$ cat config.mk
export PLATFORM = sky130hd
export DESIGN_NAME = chunk_packer36
export DESIGN_NICKNAME = d
export VERILOG_FILES = /design/src/rtl/chunk_packer_pkg.sv /design/src/rtl/chunk_parity.sv /design/src/rtl/chunk_packer36.sv
export SDC_FILE = /design/constraint.sdc
export NUM_CORES = 1
export LEC_CHECK = 0
export CAP_MARGIN = 10
export CELL_PAD_IN_SITES_DETAIL_PLACEMENT = 0
export CELL_PAD_IN_SITES_GLOBAL_PLACEMENT = 1
export CORE_MARGIN = 2
export CORE_UTILIZATION = 44
export DETAILED_ROUTE_END_ITERATION = 7
export HOLD_SLACK_MARGIN = 0.06
export MAX_ROUTING_LAYER = met4
export PLACE_DENSITY_LB_ADDON = 0.2
export SLEW_MARGIN = 20
export SYNTH_ARGS = -nofsm -noshare
export SYNTH_HDL_FRONTEND = slang
export SYNTH_HIERARCHICAL = 1
export SYNTH_SLANG_ARGS = --single-unit
$ cat constraint.sdc
create_clock -name clock -period 3.7 [get_ports clock]
set_input_delay 0.74 -clock clock [delete_from_list [all_inputs] [get_ports clock]]
set_output_delay 0.74 -clock clock [all_outputs]
set_load 0.03 [all_outputs]
$ cat src/rtl/chunk_packer_pkg.sv
// Shared widths and types for the 6x6-bit chunk packer that feeds the
// 36-bit parity reduction stage.
package chunk_packer_pkg;

    localparam int CHUNK_W    = 6;
    localparam int NUM_CHUNKS = 6;
    localparam int WORD_W     = CHUNK_W * NUM_CHUNKS;

    typedef logic [CHUNK_W-1:0] chunk_t;
    typedef logic [WORD_W-1:0]  word_t;
    typedef logic [2:0]         idx_t;

endpackage

$ cat src/rtl/chunk_parity.sv
// Combinational XOR reduction of one input chunk, used to fold each accepted
// chunk into the running word parity.
module chunk_parity #(
    parameter int W = chunk_packer_pkg::CHUNK_W
) (
    input  logic [W-1:0] chunk,
    output logic         parity
);

    assign parity = ^chunk;

endmodule

$ cat src/rtl/chunk_packer36.sv
// Packs 6-bit chunks LSB-first into a 36-bit word with incremental parity,
// a chunk count and a registered valid/ready output; IN_LAST flushes early.
module chunk_packer36 #(
    parameter int CHUNK_W    = 6,
    parameter int NUM_CHUNKS = 6,
    parameter int CNT_W      = 16
) (
    input  logic                          clock,
    input  logic                          reset_n,
    input  logic                          IN_VALID,
    output logic                          IN_READY,
    input  logic [CHUNK_W-1:0]            IN_DATA,
    input  logic                          IN_LAST,
    output logic                          OUT_VALID,
    input  logic                          OUT_READY,
    output logic [CHUNK_W*NUM_CHUNKS-1:0] OUT_DATA,
    output logic                          OUT_PARITY,
    output logic [2:0]                    OUT_COUNT,
    output logic [CNT_W-1:0]              WORD_CNT
);

    localparam int WORD_W = CHUNK_W * NUM_CHUNKS;

    import chunk_packer_pkg::idx_t;

    localparam idx_t LAST_IDX = idx_t'(NUM_CHUNKS - 1);

    logic [WORD_W-1:0] acc;
    logic [WORD_W-1:0] merged;
    idx_t              idx;
    logic              run_par;
    logic              chunk_par;
    logic              accept;
    logic              complete;
    logic              handoff;

    chunk_parity #(.W(CHUNK_W)) u_chunk_parity (
        .chunk  (IN_DATA),
        .parity (chunk_par)
    );

    // The output slot frees up in the same cycle it is handed off.
    assign IN_READY = !OUT_VALID || OUT_READY;
    assign accept   = IN_VALID && IN_READY;
    assign complete = accept && ((idx == LAST_IDX) || IN_LAST);
    assign handoff  = OUT_VALID && OUT_READY;

    // Slots above idx are already zero because acc clears on every completion.
    always_comb begin
        // NOTE: assigning the default first keeps this block free of inferred latches.
        merged = acc;
        merged[CHUNK_W*int'(idx) +: CHUNK_W] = IN_DATA;
    end

    // NOTE: non-blocking assignments so every register samples pre-edge values.
    always_ff @(posedge clock or negedge reset_n) begin
        if (!reset_n) begin
            acc        <= '0;
            idx        <= '0;
            run_par    <= 1'b0;
            OUT_VALID  <= 1'b0;
            OUT_DATA   <= '0;
            OUT_PARITY <= 1'b0;
            OUT_COUNT  <= '0;
            WORD_CNT   <= '0;
        end else begin
            if (accept) begin
                if (complete) begin
                    OUT_DATA   <= merged;
                    OUT_PARITY <= run_par ^ chunk_par;
                    OUT_COUNT  <= idx + 3'd1;
                    acc        <= '0;
                    idx        <= '0;
                    run_par    <= 1'b0;
                end else begin
                    acc        <= merged;
                    idx        <= idx + 3'd1;
                    run_par    <= run_par ^ chunk_par;
                end
            end

            // A completion during hand-off reloads the slot and keeps it valid.
            if (complete) begin
                OUT_VALID <= 1'b1;
            end else if (OUT_READY) begin
                OUT_VALID <= 1'b0;
            end

            if (handoff) begin
                WORD_CNT <= WORD_CNT + CNT_W'(1);
            end
        end
    end

endmodule

==> impl_metrics.json <==
{
  "tightestPinTransition_ps": 754.4,
  "htreeDepth": 3,
  "syn_to_final_growth_pct": 21.69,
  "dp_hpwl_mm": 13.05,
  "vias": 5158,
  "grt.met1_usage": 0.3683,
  "fmax_mhz": 295.3,
  "critPathCaptureType": "flip-flop",
  "r2r-start": "idx[1]$_DFFE_PN0P_",
  "drive_gt1_frac": 0.1259,
  "antenna_found_initial": 0,
  "regToRegSetupSlack_ps": 310,
  "cp_slowest_cell": "fa_1",
  "final-hold-violation-count": 0,
  "period_share": 0.9153,
  "postSynthAreaPerCell_sq_um": 9.699,
  "setup_violations": 0,
  "reg2reg_depth": 11,
  "grt_pass1_wl_mm": 29.02,
  "rsz0062_at_grt": "false",
  "synth_edf_count": 0,
  "synth_cells": 597,
  "dr.pass1.iters": 4,
  "synth_area_sq_um": 5791,
  "globalplace.congestion": 0.9932,
  "final_nets": 691,
  "power.leakage_uw": 0.002887,
  "grt_use_met3": 0.04102,
  "synth_top_area_frac": 0.4192,
  "critPathLaunchType": "flip-flop",
  "final_cell_mix": "97 x dfrtp_1, 82 x nand2_1, 67 x clkdlybuf4s50_1, 32 x buf_4, 31 x nor2_1",
  "cts_buffers": 9,
  "first_global_vias": 5202,
  "grt_usage": 0.2714,
  "ys.flop_type": "dfrtp_1",
  "gr-total-overflow": 0,
  "hp-class": "input port to async pin",
  "synth.distinct_cells": 81,
  "setup_ws_ps": 313.4,
  "drt_iter0_markers": 452,
  "ant_nets": 0,
  "slew_headroom": 0.4971,
  "nFillCells": 1219,
  "crit_arrival_ps": 3640,
  "synth_area_leaders": "dfrtp_1 42%, nand2_1 5.3%, xnor2_1 2.9%",
  "grtUsageMet2": 0.4113,
  "finalNonFillerCells": 847,
  "routed_wl_mm": 18.00,
  "die_h_um": 118.7,
  "antenna_cells": 0,
  "vias_per_cell": 6.090,
  "drc": 0,
  "path_buf_inv": 2,
  "final_common_cell": "dfrtp_1",
  "port_buffers": 68,
  "async_flop_share": 1.000,
  "outcome": "completed",
  "wire_per_inst_um": 21.25,
  "synth_top_area_cell": "dfrtp_1",
  "crit_fanout": 7,
  "p_per_area_nw_per_um2": 651.7,
  "ioPinCount": 69,
  "fin_setup_tns_ps": 0,
  "r2r_end": "OUT_DATA[23]$_DFFE_PN0P_",
  "die_x_um": 118.7,
  "multiInputGateArea_sq_um": 3152,
  "cts_buffer_depth": 2,
  "clk_pin_slew_ps": 70,
  "vdd_ir_drop_max_v": 0.0003040,
  "cts_hold_buf": 0,
  "cts_root_buffer": "clkbuf_16",
  "cts_resized": 0,
  "row_count": 41,
  "cts_tree": "built",
  "ys_seq_area_frac": 0.4192,
  "syn-num-nets": 618,
  "start_util": 0.4552,
  "cts_setup_buffers": 0,
  "ys_ff_latch": 97,
  "grt_max_degree": 44,
  "crit_family": "adder cells",
  "ys_warn_count": 6,
  "worstSkewPairLatency_ps": 370,
  "maxSlewViolCount": 0,
  "clock_skew_ps": 9.841,
  "seq_area_sq_um": 2427,
  "top_usage_layer": "met2",
  "cp_slowest_stage_delay_ps": 550,
  "core_area_sq_um": 12720,
  "power_uw": 4592,
  "period_needed_ps": 3387,
  "die_area_sq_um": 14090,
  "cap_violations": 0,
  "dp.cells": 831,
  "pre_cts_ws_ps": 348.4,
  "crit_chain": "ha_1 -> fa_1 -> xor2_4 -> nor2_1 -> ha_1 -> clkinv_1 -> buf_4 -> nor2_1 -> o211ai_1 -> and3_1 -> a221o_1",
  "clock_sinks": 97,
  "worstSetupPathType": "flip-flop to flip-flop",
  "required_ps": 3950
}
sequential cells by signal, summed over array words and instances (netlist names):
register / flops
OUT_PARITY: 1
OUT_COUNT: 3
acc: 36
run_par: 1
idx: 3
OUT_VALID: 1
OUT_DATA: 36
WORD_CNT: 16
how the worst max path moves through the flow:
stage / startpoint / endpoint / slack, ps / depth (start not counted)
3_3_place_gp: idx[1]$_DFFE_PN0P_ / OUT_DATA[31]$_DFFE_PN0P_ / 420 / 8
6_report: idx[1]$_DFFE_PN0P_ / OUT_DATA[23]$_DFFE_PN0P_ / 310 / 11
5_1_grt: idx[1]$_DFFE_PN0P_ / OUT_DATA[22]$_DFFE_PN0P_ / 120 / 11
2_1_floorplan: idx[0]$_DFFE_PN0P_ / OUT_DATA[22]$_DFFE_PN0P_ / 410 / 11
3_5_place_dp: idx[1]$_DFFE_PN0P_ / OUT_DATA[23]$_DFFE_PN0P_ / 350 / 11
4_1_cts: idx[1]$_DFFE_PN0P_ / OUT_DATA[23]$_DFFE_PN0P_ / 350 / 11
cell usage after synthesis, types with 3 or more instances:
master and count:
and2_0 3, xnor2_1 19, dfrtp_1 97, o2bb2ai_1 10, nor2b_1 3, o22ai_1 3
a21o_1 8, mux2_2 5, mux2i_1 6, o21ai_1 12, o221ai_1 4, nand3_1 23
nor2_1 31, nand4_1 9, nor3_2 3, o31ai_1 11, nand2b_1 11, buf_2 14
clkbuf_1 18, inv_1 9, ha_1 9, a32oi_1 6, a21oi_1 17, buf_4 3
xor2_1 6, a211oi_1 6, a221o_1 13, and3_1 8, o211ai_1 18, xnor2_2 3
a31oi_1 6, a32o_1 15, nand2_1 82, o2111ai_1 4, o21ai_0 24, o21a_1 6
nor3_1 11, and2_1 5
cell type report:
cell class,instances,share of cell area
inverter,11,0.005859
clock buffer,10,0.03391
tap,172,0.03054
timing repair buffer,99,0.1293
sequential,97,0.3445
multi-input combinational,452,0.4473
clock inverter,6,0.008700
metrics by stage:
stage          utilization  hold WS [ps]  instance area [sq um]
2_1_floorplan            -         444.4                   5791
3_3_place_gp        0.5303         464.4                   6746
3_5_place_dp        0.5303         467.4                   6746
4_1_cts             0.5539         385.8                   7047
5_1_grt             0.5539         405.7                   7047
6_report            0.5539         355.7                   7047
power by group:
part           switching (uW)  internal [uW]
Combinational            1490            788
Clock                     462            491
Sequential                132           1230
per-layer routing:
metal  routed length [um]  share of wire
met4                  321          0.018
met3                  945          0.053
met1                 8356           0.46
met2                 8375           0.47
met5                    0              0
cells by family (layout without fill, tap and decap cells):
logic type,after synthesis,after routing,synth area share
DFF,97,97,0.4192
buffers and inverters,48,126,0.03738
muxes,11,11,0.02009
xor gates and xnor gates,31,31,0.05964
and+or+nand+nor,210,210,0.1830
adders and majority gates,10,10,0.02290
AOI/OAI and AO/OA,190,190,0.2578
No activity file was read; power rests on OpenSTA's default activity.
